<file path="config.mk">
export PLATFORM = sky130hd
export DESIGN_NAME = nested_loop_counter
export DESIGN_NICKNAME = d
export VERILOG_FILES = /design/src/rtl/nested_loop_counter_pkg.sv /design/src/rtl/nested_loop_counter_level.sv /design/src/rtl/nested_loop_counter.sv
export SDC_FILE = /design/constraint.sdc
export NUM_CORES = 1
export LEC_CHECK = 0
export BUFFER_PORTS_ARGS = -buffer_cell sky130_fd_sc_hd__buf_2
export CORE_MARGIN = 3
export CORE_UTILIZATION = 25
export CTS_CLUSTER_DIAMETER = 30
export CTS_CLUSTER_SIZE = 30
export DETAILED_ROUTE_END_ITERATION = 10
export PLACE_DENSITY = 0.44
export SLEW_MARGIN = 10
export SYNTH_ARGS = -nofsm -noshare
export SYNTH_HDL_FRONTEND = slang
export SYNTH_SLANG_ARGS = --single-unit
</file>
<file path="constraint.sdc">
create_clock -name clk_i -period 1.9 [get_ports clk_i]
set_input_delay 0.285 -clock clk_i [delete_from_list [all_inputs] [get_ports clk_i]]
set_output_delay 0.285 -clock clk_i [all_outputs]
set_load 0.01 [all_outputs]
</file>
<file path="src/rtl/nested_loop_counter_pkg.sv">
// Shared types and defaults for the nested loop counter and related address generators.
package nested_loop_counter_pkg;

    typedef enum logic {
        ST_IDLE = 1'b0,
        ST_RUN  = 1'b1
    } state_t;

    localparam int unsigned DEF_NUM_LEVELS    = 3;
    localparam int unsigned DEF_COUNTER_WIDTH = 4;

endpackage

</file>
<file path="src/rtl/nested_loop_counter_level.sv">
// One loop level: index register with inclusive-bound compare and carry chaining.
module loop_level_stage #(
    parameter int unsigned WIDTH = 4
) (
    input  logic             clk,
    input  logic             rst,
    input  logic             clr,
    input  logic             carry_in,
    input  logic [WIDTH-1:0] bound,
    output logic [WIDTH-1:0] idx,
    output logic             at_bound,
    output logic             carry_out,
    output logic             wrap
);

    always_ff @(posedge clk) begin
        if (rst) begin
            idx <= '0;
        end else if (clr) begin
            idx <= '0;
        end else if (carry_in) begin
            idx <= at_bound ? '0 : idx + 1'b1;
        end
    end

    assign at_bound  = (idx == bound);
    assign carry_out = carry_in & at_bound;
    assign wrap      = carry_out;

endmodule

</file>
<file path="src/rtl/nested_loop_counter.sv">
// Multi-level nested loop counter; level 0 innermost, start/step handshake, wrap and done pulses.
module nested_loop_counter
    import nested_loop_counter_pkg::*;
#(
    parameter int unsigned NUM_LEVELS    = DEF_NUM_LEVELS,
    parameter int unsigned COUNTER_WIDTH = DEF_COUNTER_WIDTH
) (
    input  logic                                clk_i,
    input  logic                                rst_i,
    input  logic                                cfg_ld_i,
    input  logic [NUM_LEVELS*COUNTER_WIDTH-1:0] cfg_bound_i,
    input  logic                                start_i,
    input  logic                                step_i,
    output logic [NUM_LEVELS*COUNTER_WIDTH-1:0] count_o,
    output logic                                busy_o,
    output logic                                last_o,
    output logic [NUM_LEVELS-1:0]               level_wrap_o,
    output logic                                done_o
);

    localparam int unsigned BUS_W = NUM_LEVELS * COUNTER_WIDTH;

    state_t                state;
    state_t                state_next;
    logic [BUS_W-1:0]      bound_q;
    logic [NUM_LEVELS-1:0] at_bound;
    logic [NUM_LEVELS-1:0] wrap;
    logic [NUM_LEVELS-1:0] level_wrap_q;
    logic [NUM_LEVELS:0]   carry;
    logic                  done_q;
    logic                  busy;

    assign busy = (state == ST_RUN);

    // start_i takes priority over step_i, so a restart never advances or pulses.
    assign carry[0] = busy & step_i & ~start_i;

    always_comb begin
        state_next = state;
        unique case (state)
            ST_IDLE: if (start_i) state_next = ST_RUN;
            ST_RUN: begin
                if (start_i) begin
                    state_next = ST_RUN;
                end else if (carry[NUM_LEVELS]) begin
                    state_next = ST_IDLE;
                end
            end
            default: state_next = ST_IDLE;
        endcase
    end

    always_ff @(posedge clk_i) begin
        if (rst_i) begin
            state        <= ST_IDLE;
            bound_q      <= '1;
            level_wrap_q <= '0;
            done_q       <= 1'b0;
        end else begin
            state <= state_next;
            if (cfg_ld_i && state == ST_IDLE) begin
                bound_q <= cfg_bound_i;
            end
            level_wrap_q <= wrap;
            done_q       <= carry[NUM_LEVELS];
        end
    end

    for (genvar k = 0; k < NUM_LEVELS; k++) begin : g_level
        loop_level_stage #(
            .WIDTH(COUNTER_WIDTH)
        ) u_level (
            .clk      (clk_i),
            .rst      (rst_i),
            .clr      (start_i),
            .carry_in (carry[k]),
            .bound    (bound_q[k*COUNTER_WIDTH +: COUNTER_WIDTH]),
            .idx      (count_o[k*COUNTER_WIDTH +: COUNTER_WIDTH]),
            .at_bound (at_bound[k]),
            .carry_out(carry[k+1]),
            .wrap     (wrap[k])
        );
    end

    assign busy_o       = busy;
    assign last_o       = busy & (&at_bound);
    assign level_wrap_o = level_wrap_q;
    assign done_o       = done_q;

endmodule

</file>
**Yosys cells after proc, flatten, opt, wreduce, memory -nomap -nowiden**

Cells that the tools add are included.

- Input port bits: 17
- Register bits: 29
- Word-level logic and storage cells: 31

- Add/sub/neg operators: 3
- Reduce and logical (&&, ||, !) cells: 3
- Muxes and demuxes: 7
- Bitwise operators: 8
- Equality and inequality tests: 3

Operators with widths:

| kind | number |
|---|---|
| 4-bit by 1-bit adder with 4-bit output (second input constant) | 3 |
| 4-bit == test | 3 |
| 4-bit two-way mux | 3 |
| 1-bit bitwise AND | 6 |
| 1-bit two-way mux | 3 |
| 3-bit AND reduction | 1 |
| 1-bit inverter | 2 |
| 1-bit case mux with 2 select lines | 1 |
| 2-bit OR reduction | 1 |
| 1-bit logical AND | 1 |

**Logic depth before layout (Yosys ltp)**

Gate-level depths: netlist of run 1.

- Word-level depth: 8
- Mapped depth: 6

**Hierarchy**

From an unflattened synthesis of run 1, not the netlist that was laid out.

- Cells, all modules: 157
- Area, all modules: 1,649.1 um2

By module, submodules not included:

| module | area an instance (um2) | cells each | times used |
|---|---|---|---|
| loop_level_stage | 329.1 | 30 | 3 |
| nested_loop_counter | 661.9 | 67 | 1 |

**Worst setup path before layout of run 1**

OpenSTA, ideal clock, no wires.

- Kind: register -> output
- Start: reg g_level[0].u_level.idx[0]
- End: out last_o
- Data arrival time: 1.440 ns
- Path slack: 0.175 ns
- Stages on the path, launching flop included: 5
- Buffers on the path: 1
- Path through: dfxtp_1 -> xnor2_1 -> nand4_1 -> clkbuf_1 -> nor4_1

- Cells in the longest elaborated chain, start to end: 3

RTL lines:

| element | RTL line | text |
|---|---|---|
| start, declared | nested_loop_counter_level.sv:10 | `output logic [WIDTH-1:0] idx,` |
| start signal, assigned | nested_loop_counter_level.sv:22 | `idx <= at_bound ? '0 : idx + 1'b1;` |
| 4-bit == test | nested_loop_counter_level.sv:26 | `assign at_bound = (idx == bound);` |
| 3-bit AND reduction | nested_loop_counter.sv:86 | `assign last_o = busy & (&at_bound);` |
| 1-bit bitwise AND | nested_loop_counter.sv:86 |  |
| end, declared | nested_loop_counter.sv:16 | `output logic last_o,` |

No other way between the ends.

**Worst setup path after layout of run 1**

- Start: reg g_level[0].u_level.idx[2]
- End: out last_o

The elaborated chain is that of the path after synthesis.

==> flow_summary.json, run 1 <==
{
  "run_status": "completed",
  "max-cap-violations": 0,
  "place_hpwl_um": 2540,
  "first_global_vias": 1133,
  "gr-usage-met2_pct": 16.9,
  "rsz_0062_raised_after_global_routing": "no",
  "drt_first_iter_violations": 43,
  "synth_top_cell_by_area": "sky130_fd_sc_hd__dfxtp_1",
  "yosys.cell_types.count": 36,
  "timing.final.crit_share_pct": 96.0,
  "grt_overflow_total": 0,
  "power.net_switching_mw": 0.254,
  "grt_start_max_net_pins": 25,
  "tritoncts_num_sinks": 28,
  "ctsRootBufferMaster": "sky130_fd_sc_hd__clkbuf_8",
  "synth_seq_cells": 28,
  "worst-endpoint-arrival_ns": 1.54,
  "crit_path_start_kind": "flop",
  "groute.layer.met1.usage_pct": 15.0,
  "leakage_nw": 0.706,
  "drc": 0,
  "combinationalPowerShare_pct": 9.1,
  "crit_type": "reg2out",
  "final.setup_skew_ns": 0.00504,
  "via_per_inst": 4.67,
  "slowest_delay_ns": 0.42,
  "vias": 1167,
  "h-tree-depth": 1,
  "report.final.slew_viol_count": 0,
  "pwr_density_cell_nw_per_um2": 694,
  "io-pin-count": 35,
  "power.share.sequential_pct": 52.1,
  "initial_utilization_pct": 26.1,
  "total_power_mw": 1.20,
  "globalRouteTotalUtil_pct": 11.2,
  "wl_per_cell_um": 13.3,
  "synth_enable_flop_cells": 0,
  "vdd_drop_max_mv": 0.281,
  "filler_cell_count": 587,
  "port-buffer-count": 34,
  "top_usage_layer": "met2",
  "synth.top_cells.by_area": "sky130_fd_sc_hd__dfxtp_1 42%, sky130_fd_sc_hd__a211o_1 9.1%, sky130_fd_sc_hd__xnor2_1 8.5%",
  "antenna_found_initial": 0,
  "cts-root-to-sink-buffers": 2,
  "final.min_clock_period_ns": 1.82,
  "antenna-diode-count": 0,
  "maxClockFrequency_mhz": 548,
  "layout_common_cells": "34 x sky130_fd_sc_hd__buf_2, 25 x sky130_fd_sc_hd__dfxtp_1, 14 x sky130_fd_sc_hd__a211o_1, 13 x sky130_fd_sc_hd__xnor2_1, 13 x sky130_fd_sc_hd__buf_4",
  "worstMarginPinSlew_ns": 0.707,
  "tritoncts.num_buffers": 3,
  "layout_commonest_cell": "sky130_fd_sc_hd__buf_2",
  "mappedNetlistNets": 160,
  "cp_cell_instances": "xnor2_1, nand4_1, nor4_2, buf_2",
  "area.growth.synth_to_final_pct": 29.0,
  "timing.final.hold_violations": 0,
  "synthesis.area_per_instance_um2": 9.60,
  "fp-row-count": 26,
  "regToRegSetupSlack_ns": 0.19,
  "required_ns": 1.62,
  "dieHeight_um": 79.3,
  "groute.layer.met3.usage_pct": 2.61,
  "worst_hold_path_class": "in2reg",
  "firstDrtPassIters": 4,
  "post_route_cells_drive_above_1_share_pct": 32.2,
  "power_switching_share_pct": 21.2,
  "gp_congestion": 0.801,
  "ys_async_sr_fraction_pct": 0,
  "grt_pass1_wl_um": 5520,
  "cts_tree": "yes",
  "setup_viol": 0,
  "cts.clk_slew.worst_paths_ns": 0.10,
  "die_width_um": 79.3,
  "antenna_left": 0,
  "wl_um": 3320,
  "cts_hold_buf": 0,
  "core_area_um2": 5140,
  "syn_area_um2": 1340,
  "power.internal_mw": 0.948,
  "fin_tns_setup_ns": 0,
  "endpoint_kind": "output pin",
  "postSynth.topFlopCell": "sky130_fd_sc_hd__dfxtp_1",
  "synth_top_area_share_pct": 41.7,
  "crit_path_top_delay_cell": "sky130_fd_sc_hd__dfxtp_1",
  "syn_inst": 140,
  "count_of_nets_after_finishing": 201,
  "worstSkewPairLatency_ns": 0.27,
  "sequential_share_of_the_synthesized_area_pct": 41.7,
  "clock_power_share_pct": 38.8,
  "number_of_warnings_reported_in_the_yosys_synthesis_log": 0,
  "max-slew-margin-rel_pct": 52.9,
  "die_area_um2": 6290,
  "critical_path.max_fanout": 4
}
power by group through the flow:
stage | combinational (mW) | sequential [mW] | clock (mW)
floorplan | 0.0780 | 0.635 | 0
global placement | 0.108 | 0.640 | 0
detailed placement | 0.110 | 0.640 | 0
CTS | 0.112 | 0.627 | 0.488
global route | 0.124 | 0.630 | 0.519
finish | 0.110 | 0.626 | 0.466
routing by layer:
metal	wire length [um]	part of all wire, %
met2	1550	47
met5	0	0
met4	61	1.8
met1	1530	46
met3	179	5.4
worst paths after layout:
check / cells past startpoint / to / startpoint
min reg2reg: 2 / g_level[2].u_level.idx[1]$_SDFFE_PP0N_ / g_level[2].u_level.idx[1]$_SDFFE_PP0N_
max: 4 / last_o / g_level[0].u_level.idx[2]$_SDFFE_PP0N_
min: 2 / bound_q[10]$_SDFFE_PP1P_ / cfg_bound_i[10]
max reg2reg: 5 / g_level[2].u_level.idx[0]$_SDFFE_PP0N_ / g_level[1].u_level.idx[1]$_SDFFE_PP0N_
logic make-up after synthesis:
logic type | Yosys count | synth area share (%)
muxes | 2 | 1.49
and+or+nand+nor | 49 | 22.4
DFF | 28 | 41.7
buffers and inverters | 14 | 4.38
xor gates and xnor gates | 15 | 9.78
AOI/OAI and AO/OA | 29 | 17.4
adders and majority gates | 3 | 2.79
worst max-delay path: cells and delay by family (launching register included):
family	cells	cell delay (ns)
buffers and inverters	1	0.19
xor gates and xnor gates	1	0.13
DFF	1	0.42
and+or+nand+nor	2	0.53
sequential cells by signal, summed over array words and instances (netlist names):
name	cells
level_wrap_o	3
busy_o	1
g_level.u_level.idx	12
bound_q	12
repair_timing:
item | 4_1_cts | 5_1_grt
gates resized for setup | 2 | 2
setup buffers | 2 | 0
setup endpoints to repair | 1 | 1
pin swaps | 2 | 1
through the flow:
stage / utilization (%) / std cells / hold WS [ns] / worst slack [ns] / instance area [um^2]
after floorplan: - / 140 / 0.403 / 0.175 / 1340
after global placement: 31.8 / 244 / 0.485 / 0.132 / 1640
after detailed placement: 31.8 / 244 / 0.491 / 0.150 / 1640
after CTS: 33.7 / 250 / 0.200 / 0.0411 / 1730
after global routing: 33.7 / 250 / 0.188 / 0.000999 / 1730
final: 33.7 / 250 / 0.207 / 0.0751 / 1730
Yosys cell counts (2+ instances only):
| library cell | instances |
|---|---|
| sky130_fd_sc_hd__clkbuf_1 | 8 |
| sky130_fd_sc_hd__nand2_1 | 2 |
| sky130_fd_sc_hd__and2b_1 | 2 |
| sky130_fd_sc_hd__nor3_1 | 8 |
| sky130_fd_sc_hd__a211o_1 | 14 |
| sky130_fd_sc_hd__nand3_1 | 3 |
| sky130_fd_sc_hd__xor2_1 | 2 |
| sky130_fd_sc_hd__nor2_1 | 4 |
| sky130_fd_sc_hd__a32oi_1 | 2 |
| sky130_fd_sc_hd__a21oi_1 | 2 |
| sky130_fd_sc_hd__nor3b_1 | 2 |
| sky130_fd_sc_hd__buf_2 | 2 |
| sky130_fd_sc_hd__or4b_1 | 2 |
| sky130_fd_sc_hd__nand4_1 | 4 |
| sky130_fd_sc_hd__o211ai_1 | 4 |
| sky130_fd_sc_hd__o21ai_0 | 2 |
| sky130_fd_sc_hd__xnor2_1 | 13 |
| sky130_fd_sc_hd__nor2b_1 | 12 |
| sky130_fd_sc_hd__mux2i_1 | 2 |
| sky130_fd_sc_hd__dfxtp_1 | 28 |
| sky130_fd_sc_hd__inv_1 | 3 |
| sky130_fd_sc_hd__nor4_1 | 2 |
| sky130_fd_sc_hd__a32o_1 | 2 |
| sky130_fd_sc_hd__ha_1 | 3 |
final cells by class:
cell class	count	area, um^2	share of cell area, %
Clock buffer	3	41.3	2.38
Sequential cell	28	564	32.6
Clock inverter	1	30.0	1.73
Multi-Input combinational cell	98	731	42.2
Inverter	3	11.3	0.650
Timing Repair Buffer	47	268	15.5
Tap cell	70	87.6	5.05
(Power assumes the default switching activity.)
==> run 2: changes to the inputs <==
Settings changed: RECOVER_POWER from default to 50.
==> run 2 against run 1 <==
- die area unchanged
- sequential cell count unchanged
- cell count unchanged
- wire length increased by 1.1%
- total power about the same
- cell area decreased by 1.9%
- clock skew about the same
- setup slack got worse by 0.0031 ns
- hold slack about the same
- critical path depth unchanged
- sequential share of layout area increased by 0.62 points
- critical path type unchanged
- critical endpoint unchanged
- largest cell class unchanged
==> flow_summary.json, run 2 (same netlist as run 1, synthesis figures left out) <==
{
  "max-cap-violations": 0,
  "grt_start_max_net_pins": 25,
  "grt_pass1_wl_um": 5520,
  "pwr_density_cell_nw_per_um2": 708,
  "timing.final.hold_violations": 0,
  "hold_ws_ns": 0.207,
  "crit_type": "reg2out",
  "leakage_nw": 0.646,
  "rsz_0062_raised_after_global_routing": "no",
  "port-buffer-count": 34,
  "ctsRootBufferMaster": "sky130_fd_sc_hd__clkbuf_8",
  "report.final.slew_viol_count": 0,
  "grt_overflow_total": 0,
  "place_hpwl_um": 2540,
  "dieHeight_um": 79.3,
  "crit_path_top_delay_cell": "sky130_fd_sc_hd__dfxtp_1",
  "first_global_vias": 1133,
  "filler_cell_count": 591,
  "max-slew-margin-rel_pct": 52.8,
  "timing.final.crit_share_pct": 96.2,
  "antenna-diode-count": 0,
  "fin_tns_setup_ns": 0,
  "rr_startpoint": "busy_o$_SDFF_PP0_",
  "cts.clk_slew.worst_paths_ns": 0.10,
  "critical_path.max_fanout": 4,
  "finalCoreUtilization_pct": 33.1,
  "ff2ff_path_depth": 5,
  "hold-path-cell-count": 2,
  "post_route_cells_drive_above_1_share_pct": 23.9,
  "endpoint_kind": "output pin",
  "run_status": "completed",
  "cp_cell_instances": "xnor2_1, nand4_1, nor4_2, buf_2",
  "h-tree-depth": 1,
  "layout.cell_area.non_filler_um2": 1700,
  "worstMarginPinSlew_ns": 0.708,
  "final-seq-area_um2": 564,
  "setup_ws_ns": 0.0720,
  "power_switching_share_pct": 21.2,
  "drt_first_iter_violations": 42,
  "die_area_um2": 6290,
  "io-pin-count": 35,
  "stdcell_count": 250,
  "final.setup_skew_ns": 0.00465,
  "antenna_left": 0,
  "wl_um": 3360,
  "slowest_delay_ns": 0.42,
  "power.share.sequential_pct": 52.0,
  "cp-startpoint": "g_level[0].u_level.idx[2]$_SDFFE_PP0N_",
  "worst-endpoint-arrival_ns": 1.54,
  "worstSkewPairLatency_ns": 0.27,
  "clock_power_share_pct": 38.9,
  "count_of_nets_after_finishing": 201,
  "maxClockFrequency_mhz": 547,
  "crit_path_start_kind": "flop",
  "tritoncts.num_buffers": 3,
  "initial_utilization_pct": 26.1,
  "vias": 1163,
  "vdd_drop_max_mv": 0.281,
  "postPlaceCellArea_um2": 1640,
  "wl_per_cell_um": 13.4,
  "power.internal_mw": 0.948,
  "required_ns": 1.62,
  "final.min_clock_period_ns": 1.83,
  "multi_input_comb_area_um2": 728,
  "combinationalPowerShare_pct": 9.1,
  "via_per_inst": 4.65,
  "hold_start": "cfg_bound_i[10]",
  "die_width_um": 79.3,
  "core_area_um2": 5140,
  "setup_viol": 0,
  "drc": 0,
  "fp-row-count": 26,
  "layout_common_cells": "25 x sky130_fd_sc_hd__dfxtp_1, 25 x sky130_fd_sc_hd__buf_2, 14 x sky130_fd_sc_hd__a211o_1, 14 x sky130_fd_sc_hd__clkbuf_1, 13 x sky130_fd_sc_hd__xnor2_1",
  "worst_hold_path_class": "in2reg",
  "tritoncts_num_sinks": 28,
  "place_worst_setup_slack_ns": 0.150,
  "globalRouteTotalUtil_pct": 11.2,
  "power.net_switching_mw": 0.256,
  "gp_congestion": 0.801,
  "firstDrtPassIters": 4,
  "area.growth.synth_to_final_pct": 26.5,
  "antenna_found_initial": 0,
  "total_power_mw": 1.20,
  "cts-root-to-sink-buffers": 2,
  "cts_tree": "yes",
  "post-place-cells": 244
}
run 2: changes by cell type in the layout (fill, tap and decap cells not counted), sizes merged:
cell    change
buf        -14
clkbuf     +14
run 2: final cells by class:
| cell class | instances | area share (%) |
|---|---|---|
| flip-flops and latches | 28 | 33.2 |
| multi-input cells | 98 | 42.8 |
| inverters | 3 | 0.662 |
| well taps | 70 | 5.15 |
| repair buffers | 47 | 14.0 |
| clock inverters | 1 | 1.77 |
| clock buffers | 3 | 2.43 |
run 2: power by group through the flow:
stage	Sequential [mW]	Combinational [mW]	Clock, mW
after floorplan	0.635	0.0780	0
after global placement	0.640	0.108	0
after detailed placement	0.640	0.110	0
after CTS	0.627	0.112	0.488
after global routing	0.630	0.124	0.519
final	0.626	0.109	0.468
run 2: path summary, 6_finish.rpt:
kind | to | slack [ns]
max | last_o | 0.07
min | bound_q[10]$_SDFFE_PP1P_ | 0.21
max reg2reg | g_level[1].u_level.idx[0]$_SDFFE_PP0N_ | 0.16
min reg2reg | g_level[2].u_level.idx[1]$_SDFFE_PP0N_ | 0.54
run 2: layer usage:
metal,wire length (um),global-route usage (%),up-vias
li1,-,-,594
met3,189,2.61,6
met1,1570,15.0,531
met4,57,4.98,0
met5,0,0,-
met2,1540,16.9,32
run 2: repair_timing:
item,CTS,global route
pin swaps,2,1
endpoints found under the hold margin,0,0
setup endpoints to repair,1,1
setup buffers,2,0
hold buffers,0,0
gates resized for setup,2,2
run 2: critical path, delay by kind of cell (launching register included):
family | cells | cell delay [ns]
buffers and inverters | 1 | 0.19
flip-flops | 1 | 0.42
AND/OR/NAND/NOR | 2 | 0.53
XOR/XNOR | 1 | 0.13
